$ cat config.mk
export PLATFORM = sky130hd
export DESIGN_NAME = sampled_dut
export DESIGN_NICKNAME = d
export VERILOG_FILES = /design/src/rtl/sampled_dut_pkg.sv /design/src/rtl/sampled_dut_probe_mux.sv /design/src/rtl/sampled_dut.sv
export SDC_FILE = /design/constraint.sdc
export NUM_CORES = 1
export LEC_CHECK = 0
export ABC_CLOCK_PERIOD_IN_PS = 7820
export CAP_MARGIN = 20
export CORE_MARGIN = 5
export CORE_UTILIZATION = 62
export CTS_CLUSTER_DIAMETER = 30
export CTS_CLUSTER_SIZE = 30
export DETAILED_ROUTE_END_ITERATION = 16
export DONT_BUFFER_PORTS = 1
export GPL_ROUTABILITY_DRIVEN = 0
export HOLD_SLACK_MARGIN = 0.15
export MAX_ROUTING_LAYER = met4
export PLACE_DENSITY_LB_ADDON = 0.25
export SETUP_SLACK_MARGIN = 0.02
export SLEW_MARGIN = 10
export SYNTH_ARGS = -nofsm -noshare
export SYNTH_HDL_FRONTEND = slang
export SYNTH_SLANG_ARGS = --single-unit
$ cat constraint.sdc
create_clock -name clk -period 7.82 [get_ports clk]
set_clock_uncertainty 0.15 [all_clocks]
set_input_delay 1.564 -clock clk [delete_from_list [all_inputs] [get_ports clk]]
set_output_delay 1.564 -clock clk [all_outputs]
set_load 0.02 [all_outputs]
$ cat src/rtl/sampled_dut_pkg.sv
// Shared constants for the ETS device-under-test: function codes and select field layout.
package sampled_dut_pkg;

    typedef enum logic [1:0] {
        FN_DIRECT = 2'd0,
        FN_INC    = 2'd1,
        FN_ADD    = 2'd2,
        FN_PARITY = 2'd3
    } fn_e;

    localparam int unsigned IDX_LSB  = 0;
    localparam int unsigned FN_LSB   = 5;
    localparam int unsigned FN_W     = 2;
    localparam int unsigned RSVD_LSB = 7;

endpackage

$ cat src/rtl/sampled_dut_probe_mux.sv
// Selects one bit of one node vector; any nonzero reserved select bit forces the probe low.
module probe_mux
    import sampled_dut_pkg::*;
#(
    parameter int unsigned WIDTH = 32
) (
    input  logic [WIDTH-1:0] node_direct,
    input  logic [WIDTH-1:0] node_inc,
    input  logic [WIDTH-1:0] node_add,
    input  logic [WIDTH-1:0] node_parity,
    input  logic [WIDTH-1:0] signal_select,
    output logic             probe
);

    localparam int unsigned IDX_W = $clog2(WIDTH);

    logic [IDX_W-1:0]      idx;
    logic [FN_W-1:0]       fn;
    logic [WIDTH-1:RSVD_LSB] rsvd;
    logic                  sel_bit;

    assign idx  = signal_select[IDX_LSB +: IDX_W];
    assign fn   = signal_select[FN_LSB +: FN_W];
    assign rsvd = signal_select[WIDTH-1:RSVD_LSB];

    always_comb begin
        sel_bit = 1'b0;
        case (fn)
            FN_DIRECT: sel_bit = node_direct[idx];
            FN_INC:    sel_bit = node_inc[idx];
            FN_ADD:    sel_bit = node_add[idx];
            FN_PARITY: sel_bit = node_parity[idx];
            default:   sel_bit = 1'b0;
        endcase
    end

    assign probe = (rsvd == '0) ? sel_bit : 1'b0;

endmodule

$ cat src/rtl/sampled_dut.sv
// ETS core: registers the stimulus word and its predecessor, builds carry-chain,
// adder and prefix-parity nodes, and exposes one selected node bit unregistered.
module sampled_dut
    import sampled_dut_pkg::*;
#(
    parameter int unsigned WIDTH = 32
) (
    input  logic             clk,
    input  logic             rst,
    input  logic [WIDTH-1:0] dut_input,
    input  logic [WIDTH-1:0] signal_select,
    output logic             dut_output
);

    (* keep = "true" *) logic [WIDTH-1:0] in_q;
    (* keep = "true" *) logic [WIDTH-1:0] prev_q;

    (* keep = "true" *) logic [WIDTH-1:0] node_direct;
    (* keep = "true" *) logic [WIDTH-1:0] node_inc;
    (* keep = "true" *) logic [WIDTH-1:0] node_add;
    (* keep = "true" *) logic [WIDTH-1:0] node_parity;

    always_ff @(posedge clk) begin
        if (rst) begin
            in_q   <= '0;
            prev_q <= '0;
        end else begin
            prev_q <= in_q;
            in_q   <= dut_input;
        end
    end

    assign node_direct = in_q;
    assign node_inc    = in_q + {{(WIDTH-1){1'b0}}, 1'b1};
    assign node_add    = in_q + prev_q;

    // Each parity bit is an independent reduction so path depth tracks the bit index.
    for (genvar i = 0; i < WIDTH; i++) begin : g_parity
        assign node_parity[i] = ^in_q[i:0];
    end

    probe_mux #(
        .WIDTH(WIDTH)
    ) u_probe_mux (
        .node_direct  (node_direct),
        .node_inc     (node_inc),
        .node_add     (node_add),
        .node_parity  (node_parity),
        .signal_select(signal_select),
        .probe        (dut_output)
    );

endmodule

==> metrics, run 1 <==
Hold Crit Class=register to register; setup TNS=0 ns; Final ANT Viol Nets=0; startpoint types=input port; Avg Synthesized Cell Area=8.11 sq um; Slew headroom=33.4%; TritonCTS buffer count=9; postcts setup bufs=0; Cell Int Power=0.717 mW; drt pass-1 iters=6; total nets after synthesis=922; Setup CP Type=input port to primary output; clock root buffer=clkbuf_8; reg2reg start=in_q[30]$_SDFF_PP0_; die area=0.0127 sq mm; Setup-failing EPs final=0; Worst Hold Depth=2; largest net degree at the start of global routing=65; FP Rows=37; routed wire length=17300 microns; Reg power frac=32.7%; cells along the critical path=nand2_1 > nor4b_1 > and3_1 > o21ai_0 > a221oi_1 > a21oi_2 > nand3_1 > o211ai_2 > a311oi_2; CTS H-tree depth=3; Net Sw Frac=36.2%; Worst-Margin Slew=0.991 ns; antenna cells=0; die width=113 microns; Mapped Area=0.00656 sq mm; PostCTS Resize Cnt=0; drt initial violations=564; Worst-path clk slew=0.07 ns; die height=113 microns; Worst Path Required=6.11 ns; Power per Cell Area=170 mW/mm^2; leakage=2.60 nW; Fmax=171 MHz; Sw Pwr=0.407 mW; crit end category=primary output; CP max FO=49; RSZ-0062 raised after global routing=no; Starting Density=63.6%; maxcap violations=0; max-slew violations=0; post-cts hold buffer count=0; initial antenna violation count=0; Clk Latency, worst-skew pair=0.35 ns; ratio of cells with drive above 1 in the final layout=6.92%; CTS tree=done; Mapped Cells=809; io pins=67; Via density=6.73; Overflow after GRT=0; final core utilization=64.2%; # DRC=0; slowest stage cell, crit path=nor4b_1; combinational fraction of design power=42.3%; worst reg-to-reg setup slack=6.61 ns; clock power share=24.9%; fin crit share=74.7%; core area=0.0103 sq mm; IO Port Bufs=0; clock buffer depth=2; reg2reg path depth=2; GRT Total Usage=28.3%; DP HPWL=12700 microns; Ys Warns=0; first-pass GRT wire length=29000 microns; CP peak stage delay=0.77 ns; Critical Path AT=4.13 ns; hold endpoint=prev_q[0]$_SDFF_PP0_; nets=875; Worst Setup SP=signal_select[1]; via count=6070; Tmin final=5.84 ns; worst min-delay path startpoint=in_q[0]$_SDFF_PP0_; reg2reg end=prev_q[30]$_SDFF_PP0_; outcome=finished clean; vias in the first global route=6036; wire per inst=19.2 microns; clock sinks=64; Area Overhead vs Synth=1.01%; VDD IR max=0.209 mV; Hold Violations, Final=0
-- routing by layer --
metal	part of all wire, %	wire length (microns)	up-vias	global-route usage (%)
met2	47	8080	297	44.7
met3	8.7	1510	50	4.87
met4	2.7	467	0	11.7
li1	-	-	2859	-
met1	42	7220	2864	35.8
met5	0	0	-	-
-- layout by cell type (no fill, tap or decap), drive strengths merged, types with 16 or more instances in the layout --
master   n
a21oi   67
nand3   25
dfxtp   64
xnor2   54
inv     20
nor2    56
nand2   64
nor3    19
o21ai   38
nor2b   67
ha      46
a21o    16
mux2i   16
nand4   22
xor2    23
-- per-stage QoR --
step / instance area [sq um] / instances / power (mW) / setup slack (ns) / hold slack (ns)
2_1_floorplan: 6560 / 809 / 0.791 / 2.23 / 0.328
6_report: 6630 / 902 / 1.12 / 1.98 / 0.392
3_5_place_dp: 6440 / 887 / 0.841 / 2.12 / 0.384
5_1_grt: 6630 / 902 / 1.19 / 1.83 / 0.425
3_3_place_gp: 6440 / 887 / 0.830 / 2.22 / 0.375
4_1_cts: 6630 / 902 / 1.12 / 2.10 / 0.395
-- sequential cells by signal, indices dropped and copies added (netlist names) --
register	flops
in_q	32
prev_q	32
-- final cells by class --
| cell class | instances | area, sq um |
|---|---|---|
| clock buffer | 12 | 145 |
| clock inverter | 3 | 42.5 |
| fill | 863 | 3700 |
| inverter | 21 | 78.8 |
| multi-input combinational | 666 | 4910 |
| sequential | 64 | 1280 |
| tap | 136 | 170 |
-- power groups by stage --
stage                     logic, mW  registers, mW  clock network (mW)
after floorplan               0.431          0.360                   0
after global placement        0.456          0.374                   0
after detailed placement      0.468          0.374                   0
after CTS                     0.470          0.367               0.285
after global routing          0.517          0.370               0.301
final                         0.475          0.368               0.280
-- worst max-delay path, delay by kind of cell --
kind | cells | cell delay [ns]
AOI/OAI and AO/OA | 5 | 1.21
and+or+nand+nor | 4 | 1.35
-- worst max-delay path by stage --
| stage | endpoint |
|---|---|
| 2_1_floorplan | dut_output |
| 3_3_place_gp | dut_output |
| 3_5_place_dp | dut_output |
| 4_1_cts | dut_output |
| 5_1_grt | dut_output |
| 6_report | dut_output |
No activity file was read; power rests on OpenSTA's default activity.
==> run 2, diff against run 1 <==
ABC_CLOCK_PERIOD_IN_PS = 6000   (was 7820)
clock period = 6 ns   (was 7.82 ns; I/O delays follow)
==> run 2 against run 1 <==
Net effect: global-route usage shrank 0.43 points; utilization up 0.39 points; combinational power grew 30%; final area rose by 0.60%; total power increased by 35%; sequential share of layout area fell by 0.12 points; worst hold slack got worse by 0.013 ns; worst setup slack worse by 1.4 ns; critical path depth grew 2; sequential power up 30%; critical endpoint unchanged; largest power group unchanged.
==> metrics, run 2 (synthesized netlist as in run 1, its figures left out) <==
setup TNS=0 ns; Worst-path clk slew=0.07 ns; # DRC=0; Overall Power=1.51 mW; GRT Total Usage=27.8%; via count=6054; initial antenna violation count=0; RSZ-0062 raised after global routing=no; clock sinks=64; reg2reg path depth=2; worst path buffer plus inverter count=1; drt initial violations=591; maxcap violations=0; max-slew violations=0; Hold Violations, Final=0; Largest regs=in_q x32, prev_q x32; PostCTS Resize Cnt=0; die width=113 microns; Worst Path Required=4.65 ns; wire per inst=19.2 microns; most frequent cells in the layout=nor2b_1, a21oi_1, nand2_1, dfxtp_1, nor2_1; Slew headroom=32.6%; Via density=6.70; routed wire length=17300 microns; Clk Latency, worst-skew pair=0.34 ns; commonest non-fill, non-tap cell in the layout=nor2b_1; Worst-Margin Slew=1.00 ns; core area=0.0103 sq mm; CP Depth=11; Worst Setup Slack, final=0.601 ns; drt pass-1 iters=8; Area Overhead vs Synth=1.62%; Tmin final=5.40 ns; die height=113 microns; Starting Density=63.6%; cells along the critical path=ha_1 > xor3_4 > xor2_4 > inv_2 > nor3_2 > o21ai_0 > a221oi_1 > a21oi_2 > nand3_1 > o211ai_2 > a311oi_2; crit end category=primary output; Worst Hold Depth=2; VDD IR max=0.165 mV; CP max FO=12; first-pass GRT wire length=28500 microns; startpoint types=register; Fmax=185 MHz; antenna cells=0; io pins=67; largest net degree at the start of global routing=65; post-cts hold buffer count=0; CTS tree=done; leakage=2.62 nW; IO Port Bufs=0; CTS H-tree depth=3; vias in the first global route=5785; Power per Cell Area=227 mW/mm^2; Hold Crit Class=register to register; clock buffer depth=2; DP HPWL=12800 microns; postcts setup bufs=0; # fillers=859; FP Rows=37; outcome=finished clean; CP peak stage delay=0.63 ns; Critical Path AT=4.05 ns; slowest stage cell, crit path=xor3_4; clock root buffer=clkbuf_8; fin crit share=90.0%; final core utilization=64.6%; ratio of cells with drive above 1 in the final layout=7.17%; Place WS=1.04 ns; TritonCTS buffer count=9; Setup-failing EPs final=0; die area=0.0127 sq mm; Top delay family on crit path=compound AO/OA/AOI/OAI gates; Final ANT Viol Nets=0; Setup CP Type=register to primary output; nets=876; Overflow after GRT=0
run 2: cell types whose count changed in the layout (fill, tap and decap cells not counted):
cell | previous run | this run
buf_4 | 0 | 1
bufinv_16 | 1 | 2
clkbuf_1 | 2 | 1
clkbuf_8 | 10 | 11
clkinvlp_4 | 1 | 0
run 2: layer usage:
layer	GRT usage [%]	vias to the layer above	routed length, microns
met5	-	-	0
met4	10.7	0	495
met3	4.81	41	1560
met2	43.7	319	7990
met1	35.9	2835	7260
li1	-	2859	-
run 2: final timing paths:
kind                                           from                    end  slack [ns]
worst max-delay path             in_q[1]$_SDFF_PP0_             dut_output        0.60
worst min-delay path             in_q[0]$_SDFF_PP0_   prev_q[0]$_SDFF_PP0_        0.38
worst max register to register  in_q[30]$_SDFF_PP0_  prev_q[30]$_SDFF_PP0_        4.80
worst min register to register   in_q[0]$_SDFF_PP0_   prev_q[0]$_SDFF_PP0_        0.38
run 2: area by class of cell:
type                       instances  area, sq um  share of cell area (%)
tap                              136          170                    2.55
multi-input combinational        666         4910                    73.6
inverter                          21         78.8                    1.18
sequential                        64         1280                    19.2
timing repair buffer               1         7.51                   0.113
clock inverter                     3         65.1                   0.976
clock buffer                      12          155                    2.33
run 2: worst register-to-register path, cell delays in order, from the launching register on:
cell     delay (ns)
dfxtp_1        0.64
inv_1          0.22
nor2_1         0.13
run 2: where the power goes:
group | leakage [nW] | switching, mW | internal (mW)
clock | 0.112 | 0.162 | 0.254
combinational | 1.98 | 0.329 | 0.289
sequential | 0.530 | 0.0334 | 0.445
total | 2.62 | 0.525 | 0.988
run 2: metrics by stage:
stage / cells / instance area (sq um) / hold WS, ns
6_report: 903 / 6670 / 0.379
5_1_grt: 903 / 6670 / 0.418
4_1_cts: 903 / 6670 / 0.376
3_5_place_dp: 888 / 6450 / 0.367
3_3_place_gp: 888 / 6450 / 0.363
2_1_floorplan: 809 / 6560 / 0.328
